**src/rtl/div16_seq_if.sv**
```systemverilog
// rtl/div16_seq_if.sv - start/done handshake and operand/result bus of the sequential divider
interface div16_seq_if #(
    parameter int WIDTH = 16
);
    logic             start;
    logic [WIDTH-1:0] dividend;
    logic [WIDTH-1:0] divisor;
    logic             busy;
    logic             done;
    logic [WIDTH-1:0] quotient;
    logic [WIDTH-1:0] remainder;
    logic             div_by_zero;

    // Issuing controller side
    modport master (
        output start, dividend, divisor,
        input  busy, done, quotient, remainder, div_by_zero
    );

    // Divider side
    modport slave (
        input  start, dividend, divisor,
        output busy, done, quotient, remainder, div_by_zero
    );
endinterface

```
**src/rtl/div16_seq.sv**
```systemverilog
// rtl/div16_seq.sv - sequential unsigned restoring divider, one quotient bit per clock
module div16_seq #(
    parameter int WIDTH = 16
) (
    input  logic         clk,
    input  logic         rst_n,
    div16_seq_if.slave   bus
);
    localparam int CW = $clog2(WIDTH + 1);

    typedef enum logic [1:0] {
        IDLE = 2'd0,
        CALC = 2'd1,
        DONE = 2'd2
    } state_t;

    state_t           state_q;
    logic [CW-1:0]    count_q;
    logic [WIDTH:0]   r_q;
    logic [WIDTH-1:0] q_q;
    logic [WIDTH-1:0] divisor_q;
    logic             busy_q;
    logic             done_q;
    logic [WIDTH-1:0] quot_q;
    logic [WIDTH-1:0] rem_q;
    logic             dz_q;

    logic [WIDTH:0]   r_shift;
    logic             r_ge;
    logic [WIDTH:0]   r_d;
    logic [WIDTH-1:0] q_d;

    // One restoring step: shift the next dividend bit into the partial remainder, subtract if it fits
    always_comb begin
        r_shift = {r_q[WIDTH-1:0], q_q[WIDTH-1]};
        r_ge    = (r_shift >= {1'b0, divisor_q});
        r_d     = r_ge ? (r_shift - {1'b0, divisor_q}) : r_shift;
        q_d     = {q_q[WIDTH-2:0], r_ge};
    end

    // Control FSM and datapath; the cycle after the last step commits results and raises done.
    // A zero divisor enters CALC with count 0, so it commits on the very next edge.
    always_ff @(posedge clk or negedge rst_n) begin
        if (!rst_n) begin
            state_q   <= IDLE;
            count_q   <= '0;
            r_q       <= '0;
            q_q       <= '0;
            divisor_q <= '0;
            busy_q    <= 1'b0;
            done_q    <= 1'b0;
            quot_q    <= '0;
            rem_q     <= '0;
            dz_q      <= 1'b0;
        end else begin
            case (state_q)
                IDLE: begin
                    if (bus.start) begin
                        q_q       <= bus.dividend;
                        divisor_q <= bus.divisor;
                        r_q       <= '0;
                        dz_q      <= 1'b0;
                        busy_q    <= 1'b1;
                        count_q   <= (bus.divisor == '0) ? '0 : CW'(WIDTH);
                        state_q   <= CALC;
                    end
                end
                CALC: begin
                    if (count_q != '0) begin
                        r_q     <= r_d;
                        q_q     <= q_d;
                        count_q <= count_q - 1'b1;
                    end else begin
                        if (divisor_q == '0) begin
                            quot_q <= '1;
                            rem_q  <= q_q;
                            dz_q   <= 1'b1;
                        end else begin
                            quot_q <= q_q;
                            rem_q  <= r_q[WIDTH-1:0];
                        end
                        done_q  <= 1'b1;
                        state_q <= DONE;
                    end
                end
                DONE: begin
                    done_q  <= 1'b0;
                    busy_q  <= 1'b0;
                    state_q <= IDLE;
                end
                default: begin
                    state_q <= IDLE;
                end
            endcase
        end
    end

    assign bus.busy        = busy_q;
    assign bus.done        = done_q;
    assign bus.quotient    = quot_q;
    assign bus.remainder   = rem_q;
    assign bus.div_by_zero = dz_q;
endmodule

```
**src/flat_wrapper.sv**
```systemverilog
// flat-port wrapper written by rule: the top's interface ports become plain ports
module div16_seq_flat 
#(
    parameter int WIDTH = 16
)
  (clk, rst_n, bus_start, bus_dividend, bus_divisor, bus_busy, bus_done, bus_quotient, bus_remainder, bus_div_by_zero);
  div16_seq_if #(.WIDTH(WIDTH)) bus_i ();
  input  logic clk;
  input  logic rst_n;
  input wire logic [$bits(bus_i.start)-1:0] bus_start;
  input wire logic [$bits(bus_i.dividend)-1:0] bus_dividend;
  input wire logic [$bits(bus_i.divisor)-1:0] bus_divisor;
  output wire logic [$bits(bus_i.busy)-1:0] bus_busy;
  output wire logic [$bits(bus_i.done)-1:0] bus_done;
  output wire logic [$bits(bus_i.quotient)-1:0] bus_quotient;
  output wire logic [$bits(bus_i.remainder)-1:0] bus_remainder;
  output wire logic [$bits(bus_i.div_by_zero)-1:0] bus_div_by_zero;
  assign bus_i.start = bus_start;
  assign bus_i.dividend = bus_dividend;
  assign bus_i.divisor = bus_divisor;
  assign bus_busy = bus_i.busy;
  assign bus_done = bus_i.done;
  assign bus_quotient = bus_i.quotient;
  assign bus_remainder = bus_i.remainder;
  assign bus_div_by_zero = bus_i.div_by_zero;
  div16_seq #(.WIDTH(WIDTH)) u_core (.clk(clk), .rst_n(rst_n), .bus(bus_i));
endmodule
```
**config.mk**
```make
export PLATFORM = sky130hd
export DESIGN_NAME = div16_seq_flat
export DESIGN_NICKNAME = d
export VERILOG_FILES = /design/src/rtl/div16_seq_if.sv /design/src/rtl/div16_seq.sv /design/src/flat_wrapper.sv
export SDC_FILE = /design/constraint.sdc
export NUM_CORES = 1
export LEC_CHECK = 0
export BUFFER_PORTS_ARGS = -buffer_cell sky130_fd_sc_hd__buf_2
export CORE_AREA = 4 4 98 100
export DETAILED_ROUTE_END_ITERATION = 8
export DIE_AREA = 0 0 102 104
export PLACE_DENSITY = 0.74
export RECOVER_POWER = 50
export SLEW_MARGIN = 20
export SYNTH_ARGS = -nofsm -noshare
export SYNTH_HDL_FRONTEND = slang
export SYNTH_SLANG_ARGS = --single-unit
export TNS_END_PERCENT = 20
```
**constraint.sdc**
```tcl
create_clock -name clk -period 2.93 [get_ports clk]
set_input_delay 0.7325 -clock clk [delete_from_list [all_inputs] [get_ports clk]]
set_output_delay 0.7325 -clock clk [all_outputs]
set_load 0.02 [all_outputs]
```
==> results.cfg, run 1 <==
[place]
io_buffers = 69
hpwl_um = 8710
gp_congestion = 0.971
place_area_sq_mm = 0.00529

[detailed_routing]
drt-initial-drc-count = 259
ant_nets = 0
drt_wl_total_um = 11700
dr.pass1.iters = 4
drc_errors = 0
dr_total_vias = 4296
wl_per_cell_um = 15.6
viasPerCell = 5.74

[power_and_ir_drop]
seq_power_share = 0.294
ir_worst_vdd_uv = 563
combPwrFrac = 0.585
switching_power_mw = 3.77
switching_share = 0.469
power.density_mw_per_mm2 = 1460
leakagePower_nw = 2.62
power.internal_mw = 4.27
clock_power_share = 0.121

[timing]
rsz0062_at_grt = false
fin_setup_tns_ns = 0
max_freq_mhz = 370
min_period_over_period = 0.921
finalMaxSlewViolations = 41
worst_pin_slew_ns = 2.31
relSlewSlack = -0.538
setup_viol = 0
finalHoldViolCount = 0
fin_worst_skew_ns = 0.0155
period_needed_ns = 2.70

[hold_path]
min_path_type = reg -> reg

[logic_synthesis]
yosysWarnings = 0
avgSynthCellArea_sq_um = 8.42
synth_edf_count = 0
synth_ff_type = dfrtp_1
ys_ff_latch = 90
syn_nets = 628
synthDistinctLibCells = 53
yosysSeqAreaShare = 0.466
ys_async_sr_fraction = 1.00
netlist_instances = 574
synth_area_sq_mm = 0.00483

[clock_network]
cts_root_buffer = clkbuf_8
post_cts_resized = 0
clkLatencyLatePin_ns = 0.36
clock_path_buffers = 2
cts_sinks = 90
clkSlewWorstSetupHoldPaths_ns = 0.09
numCtsBuffers = 9
cts_hold_buf = 0
cts_tree = built
cts_max_level = 3
cts_setup_buffers = 0

[floorplanning]
die_x_um = 102
dieArea_sq_mm = 0.0106
rows = 34
die_h_um = 104
pin_count = 70
start_util = 0.557
core_area_sq_mm = 0.00868

[grt]
grt_max_degree = 49
overflow = 0
grt_pass1_vias = 3966
grt_first_pass_wirelength_um = 19600
grt.total_usage = 0.227
antenna_found_initial = 0

[setup_path]
cp-start-kind = register
worst-path-max-fanout = 5
worstPathRequired_ns = 3.17
cp-end-kind = register
critPathKind = reg -> reg
cp_data_arrival_time_ns = 2.94

[flow_run]
maxCapViolations = 1

[finish]
fillers = 775
postLayoutCellArea_sq_mm = 0.00551
num-nets-final = 690
final_common_cell = nand2_1
num_antenna_cells = 0
final_cell_mix = nand2_1 (143), dfrtp_1 (90), buf_2 (68)
area_growth_syn_to_layout_pct = 14.1
layout-drive-gt1-share = 0.165

[run_status]
violations = max-capacitance violations, max-slew violations
outcome = complete, but fails checks
power groups by stage:
stage	Combinational [mW]	Clock, mW	Sequential, mW
CTS	4.68	0.983	2.36
floorplan	3.37	0	2.52
finish	4.70	0.973	2.37
global placement	4.57	0	2.37
global route	5.28	1.04	2.45
detailed placement	4.66	0	2.39
Yosys cell counts (4+ instances only):
cell type | count | area [sq um]
nand2_1 | 143 | 537
dfrtp_1 | 90 | 2250
nor2_1 | 53 | 199
o21ai_0 | 41 | 205
a31oi_1 | 33 | 206
a21oi_1 | 28 | 140
inv_1 | 23 | 86.3
clkbuf_1 | 22 | 82.6
ha_1 | 18 | 225
a221o_1 | 9 | 90.1
nor4_1 | 9 | 56.3
buf_2 | 8 | 40.0
nand4_1 | 8 | 50.1
nor3_1 | 8 | 40.0
xnor2_1 | 8 | 70.1
nand3_1 | 6 | 30.0
o211ai_1 | 5 | 37.5
a21o_1 | 4 | 30.0
nor2b_1 | 4 | 25.0
per-layer routing:
metal / up-vias / GRT usage / share of wire / routed length (um)
li1: 2126 / - / - / -
met1: 2027 / 0.335 / 0.47 / 5480
met2: 129 / 0.356 / 0.46 / 5370
met3: 14 / 0.0275 / 0.062 / 721
met4: 0 / 0.0525 / 0.010 / 117
met5: - / 0 / 0 / 0
sequential cells by signal (all words and copies together), names as in the netlist:
name,flops
u_core.count_q,5
u_core.bus.done,1
u_core.bus.busy,1
u_core.bus.quotient,16
u_core.bus.div_by_zero,1
u_core.bus.remainder,16
u_core.state_q,2
u_core.divisor_q,16
u_core.r_q,16
u_core.q_q,16
worst paths after layout:
path	from	end	slack (ns)	cells after the start
max	u_core.q_q[15]$_DFFE_PN0P_	u_core.r_q[12]$_DFFE_PN0P_	0.23	9
min	u_core.bus.quotient[5]$_DFFE_PN0P_	u_core.bus.quotient[5]$_DFFE_PN0P_	0.47	2
max reg2reg	u_core.q_q[15]$_DFFE_PN0P_	u_core.r_q[12]$_DFFE_PN0P_	0.23	9
min reg2reg	u_core.bus.quotient[5]$_DFFE_PN0P_	u_core.bus.quotient[5]$_DFFE_PN0P_	0.47	2
max in group asynchronous	rst_n	u_core.divisor_q[14]$_DFFE_PN0P_	0.56	1
min in group asynchronous	rst_n	u_core.bus.quotient[1]$_DFFE_PN0P_	1.04	1
through the flow:
step / power, mW / hold slack, ns / worst slack [ns] / std cells / util
2_1_floorplan: 5.89 / 0.437 / 0.585 / 574 / -
3_3_place_gp: 6.94 / 0.444 / 0.461 / 733 / 0.610
3_5_place_dp: 7.05 / 0.450 / 0.346 / 733 / 0.610
4_1_cts: 8.03 / 0.361 / 0.287 / 749 / 0.636
5_1_grt: 8.76 / 0.496 / 0.0795 / 749 / 0.635
6_report: 8.04 / 0.467 / 0.231 / 749 / 0.635
worst max-delay path, cell delays in order, from the launching register on:
cell and delay, ns:
dfrtp_1 0.37, inv_1 0.10, ha_1 0.22, fa_1 0.40, nor2b_1 0.22, o2111ai_1 0.20
a21oi_1 0.45, o41ai_1 0.14, xnor2_1 0.15, a221o_1 0.33
kinds of logic after synthesis:
family | after synthesis | synth area share
and+or+nand+nor | 250 | 0.223
AOI/OAI and AO/OA | 144 | 0.187
DFF | 90 | 0.466
buffers and inverters | 59 | 0.0502
adders and majority gates | 19 | 0.0508
xor gates and xnor gates | 11 | 0.0199
muxes | 1 | 0.00233
cell type report:
type,count,area (sq um),area share
multi-input cells,425,2340,0.424
flip-flops and latches,90,2250,0.409
repair buffers,84,465,0.0844
well taps,108,135,0.0245
clock buffers,10,128,0.0232
clock inverters,6,97.6,0.0177
inverters,26,97.6,0.0177
Power figures use the tool's default switching activity.
==> run 2, diff against run 1 <==
==> constraint.sdc (replaced) <==
create_clock -name clk -period 3 [get_ports clk]
set_input_delay 0.75 -clock clk [delete_from_list [all_inputs] [get_ports clk]]
set_output_delay 0.75 -clock clk [all_outputs]
set_load 0.02 [all_outputs]
==> results.cfg, run 2 (same netlist as run 1, synthesis figures left out) <==
[grt]
grt.total_usage = 0.233
grt_pass1_vias = 4119
grt_first_pass_wirelength_um = 20000
antenna_found_initial = 0
overflow = 0
grt_max_degree = 49

[power_and_ir_drop]
power.density_mw_per_mm2 = 1420
ir_worst_vdd_uv = 709
leakagePower_nw = 2.60
finalPower_mw = 7.76

[place]
hpwl_um = 8880
gp_congestion = 0.883
io_buffers = 69
dp_slack_ns = 0.425
place_inst = 731
place_area_sq_mm = 0.00528

[clock_network]
post_cts_resized = 0
cts_setup_buffers = 0
cts_root_buffer = clkbuf_8
clock_path_buffers = 2
cts_tree = built
cts_max_level = 3
cts_hold_buf = 0
clkLatencyLatePin_ns = 0.36
numCtsBuffers = 9
cts_sinks = 90
clkSlewWorstSetupHoldPaths_ns = 0.09

[timing]
fin_setup_tns_ns = 0
worst_pin_slew_ns = 1.33
relSlewSlack = 0.109
setup_viol = 0
setup_ws_ns = 0.367
finalMaxSlewViolations = 0
min_period_over_period = 0.878
hold_slack_ns = 0.466
rsz0062_at_grt = false
fin_worst_skew_ns = 0.0152
period_needed_ns = 2.63
finalHoldViolCount = 0
max_freq_mhz = 380

[setup_path]
cp-start-kind = register
cp_data_arrival_time_ns = 2.88
worstPathRequired_ns = 3.25
startpoint = u_core.r_q[6]$_DFFE_PN0P_
cp-end-kind = register
r2r_cells = 8
critPathKind = reg -> reg
worst-path-max-fanout = 19
r2r-start = u_core.r_q[6]$_DFFE_PN0P_

[finish]
finalNonFillerCells = 747
finalCoreUtilization = 0.629
final_common_cell = nand2_1
layout-drive-gt1-share = 0.161
area_growth_syn_to_layout_pct = 13.1
postLayoutCellArea_sq_mm = 0.00546
final_cell_mix = nand2_1 (143), dfrtp_1 (90), buf_2 (68)
fillers = 794
num-nets-final = 688
num_antenna_cells = 0

[floorplanning]
die_h_um = 104
dieArea_sq_mm = 0.0106
core_area_sq_mm = 0.00868
pin_count = 70
start_util = 0.557
rows = 34
die_x_um = 102

[run_status]
outcome = finished, final reports clean

[detailed_routing]
ant_nets = 0
drt_wl_total_um = 11900
wl_per_cell_um = 16.0
viasPerCell = 5.86
drt-initial-drc-count = 333
dr_total_vias = 4379
dr.pass1.iters = 5
drc_errors = 0

[hold_path]
min_path_type = reg -> reg
hold_start = u_core.bus.quotient[5]$_DFFE_PN0P_
holdPathStages = 2

[flow_run]
maxCapViolations = 0
[run 2: changes by cell type in the layout (fill, tap and decap cells not counted), sizes merged]
cell	before	now
clkbuf	12	13
clkinv	3	4
buf	82	78
bufinv	2	1
dlymetal6s2s	0	1
[run 2: cell type report]
| type | instances | area (sq um) | area share |
|---|---|---|---|
| multi-input cells | 425 | 2340 | 0.428 |
| flip-flops and latches | 90 | 2250 | 0.412 |
| repair buffers | 82 | 440 | 0.0806 |
| well taps | 108 | 135 | 0.0247 |
| clock buffers | 10 | 128 | 0.0234 |
| inverters | 26 | 97.6 | 0.0179 |
| clock inverters | 6 | 73.8 | 0.0135 |
[run 2: final timing paths]
kind | end | slack, ns
setup / recovery | u_core.r_q[15]$_DFFE_PN0P_ | 0.37
hold / removal | u_core.bus.quotient[5]$_DFFE_PN0P_ | 0.47
setup reg to reg | u_core.r_q[15]$_DFFE_PN0P_ | 0.37
hold reg to reg | u_core.bus.quotient[5]$_DFFE_PN0P_ | 0.47
max in group asynchronous | u_core.q_q[0]$_DFFE_PN0P_ | 0.54
min in group asynchronous | u_core.bus.done$_DFFE_PN0P_ | 0.59
[run 2: critical path, cell delays in order (launching register included)]
cell and delay [ns]:
dfrtp_1 0.46, ha_1 0.41, and2_4 0.22, a221o_1 0.37, a21oi_2 0.19, nand4_1 0.12, buf_4 0.22, and3_4 0.22
a221o_1 0.31
[run 2: layer usage]
metal / global-route usage / share of wire
met3: 0.0309 / 0.068
met1: 0.328 / 0.45
met2: 0.370 / 0.46
met4: 0.0778 / 0.018
met5: 0 / 0
[run 2: power by group]
group / switching (mW) / internal [mW] / total (mW)
logic: 2.76 / 1.82 / 4.58
clock network: 0.460 / 0.396 / 0.856
registers: 0.486 / 1.84 / 2.33
total: 3.70 / 4.06 / 7.76
==> run 3, diff against run 2 <==
--- a/config.mk
+++ b/config.mk
@@ -6,10 +6,10 @@
 export NUM_CORES = 1
 export LEC_CHECK = 0
 export BUFFER_PORTS_ARGS = -buffer_cell sky130_fd_sc_hd__buf_2
-export CORE_AREA = 4 4 98 100
+export CORE_AREA = 4 4 81 120
 export DETAILED_ROUTE_END_ITERATION = 8
-export DIE_AREA = 0 0 102 104
-export PLACE_DENSITY = 0.74
+export DIE_AREA = 0 0 85 124
+export PLACE_DENSITY = 0.75
 export RECOVER_POWER = 50
 export SLEW_MARGIN = 20
 export SYNTH_ARGS = -nofsm -noshare
==> results.cfg, run 3 (same netlist as run 1, synthesis figures left out) <==
[run_status]
outcome = complete, but fails checks
violations = max-capacitance violations, max-slew violations

[floorplanning]
dieArea_sq_mm = 0.0105
core_area_sq_mm = 0.00878
start_util = 0.550
pin_count = 70
rows = 42
die_x_um = 85
die_h_um = 124

[clock_network]
cts_tree = built
cts_hold_buf = 0
clkLatencyLatePin_ns = 0.34
cts_root_buffer = clkbuf_16
post_cts_resized = 0
clock_path_buffers = 2
numCtsBuffers = 9
cts_sinks = 90
clkSlewWorstSetupHoldPaths_ns = 0.06
cts_max_level = 3
cts_setup_buffers = 0

[timing]
setup_viol = 0
min_period_over_period = 0.891
period_needed_ns = 2.67
fin_worst_skew_ns = 0.00880
max_freq_mhz = 374
rsz0062_at_grt = false
finalMaxSlewViolations = 39
relSlewSlack = -0.409
worst_pin_slew_ns = 2.11
fin_setup_tns_ns = 0
hold_slack_ns = 0.458
finalHoldViolCount = 0
setup_ws_ns = 0.328

[detailed_routing]
ant_nets = 0
wl_per_cell_um = 16.1
viasPerCell = 5.86
route.met2.wl_um = 6300
wl_met1_um = 4770
dr.pass1.iters = 4
topRoutingLayerUsed = met4
drt_wl_total_um = 12100
wl_met3_um = 689
drc_errors = 0
drt-initial-drc-count = 212
dr_total_vias = 4398

[setup_path]
cp-end-kind = register
critPathKind = reg -> reg
critPathBufInv = 1
cp-start-kind = register
crit_cells = 9
r2r_cells = 9
worst-path-max-fanout = 5
worstPathRequired_ns = 3.22
cp_data_arrival_time_ns = 2.89
startpoint = u_core.q_q[15]$_DFFE_PN0P_
crit_slowest_cell = a21oi_1
crit_chain = inv_1, ha_1, fa_1, nor2b_1, o2111ai_1, a21oi_1, o41ai_1, xnor2_1, a221o_1
worst_path_dominant_cell_family = compound AO/OA/AOI/OAI gates
r2r-start = u_core.q_q[15]$_DFFE_PN0P_
slowest_delay_ns = 0.42

[finish]
final_cell_mix = nand2_1 (143), dfrtp_1 (90), buf_2 (67)
num_antenna_cells = 0
final_common_cell = nand2_1
layout-drive-gt1-share = 0.163
area_growth_syn_to_layout_pct = 15.0
num-nets-final = 689
finalCoreUtilization = 0.633

[grt]
grt_pass1_vias = 4329
overflow = 0
grt.total_usage = 0.238
grt_first_pass_wirelength_um = 20200
grt_max_degree = 53
antenna_found_initial = 0

[power_and_ir_drop]
leakagePower_nw = 2.63
finalPower_mw = 7.98
ir_worst_vdd_uv = 622
power.density_mw_per_mm2 = 1440

[hold_path]
holdPathStages = 2
hold_start = u_core.bus.quotient[3]$_DFFE_PN0P_
min_path_type = reg -> reg

[flow_run]
maxCapViolations = 1

[place]
gp_congestion = 0.919
hpwl_um = 8870
io_buffers = 69
dp_slack_ns = 0.416
[run 3: stage by stage]
stage                     std cells  instance area [sq um]
after floorplan                 574                   4830
after global placement          734                   5290
after detailed placement        734                   5290
after CTS                       750                   5560
after global routing            750                   5550
final                           750                   5550
[run 3: final cells by class]
cell class | count | area [sq um]
fillers | 764 | 3220
multi-input cells | 425 | 2340
flip-flops and latches | 90 | 2250
repair buffers | 83 | 457
clock buffers | 12 | 246
well taps | 110 | 138
inverters | 26 | 97.6
clock inverters | 4 | 27.5
[run 3: report_power, final]
| group | internal, mW | switching, mW | leakage (nW) |
|---|---|---|---|
| sequential | 1.84 | 0.478 | 1.09 |
| combinational | 1.85 | 2.76 | 1.41 |
| clock | 0.585 | 0.464 | 0.137 |
[run 3: tightest hold or removal path, cell delays in order, from the launching register on]
cell     delay [ns]
dfrtp_1        0.34
nand2_1        0.05
nand2_1        0.05
[run 3: metal layers]
layer | global-route usage | vias to the layer above
met2 | 0.428 | 145
met1 | 0.274 | 2098
li1 | - | 2129
met3 | 0.0490 | 26
met4 | 0.0980 | 0
met5 | 0 | -
[run 3: worst paths after layout]
path	slack, ns	endpoint
setup / recovery	0.33	u_core.r_q[12]$_DFFE_PN0P_
hold / removal	0.46	u_core.bus.quotient[3]$_DFFE_PN0P_
setup reg to reg	0.33	u_core.r_q[12]$_DFFE_PN0P_
hold reg to reg	0.46	u_core.bus.quotient[3]$_DFFE_PN0P_
max in group asynchronous	0.77	u_core.divisor_q[5]$_DFFE_PN0P_
min in group asynchronous	1.01	u_core.bus.quotient[0]$_DFFE_PN0P_
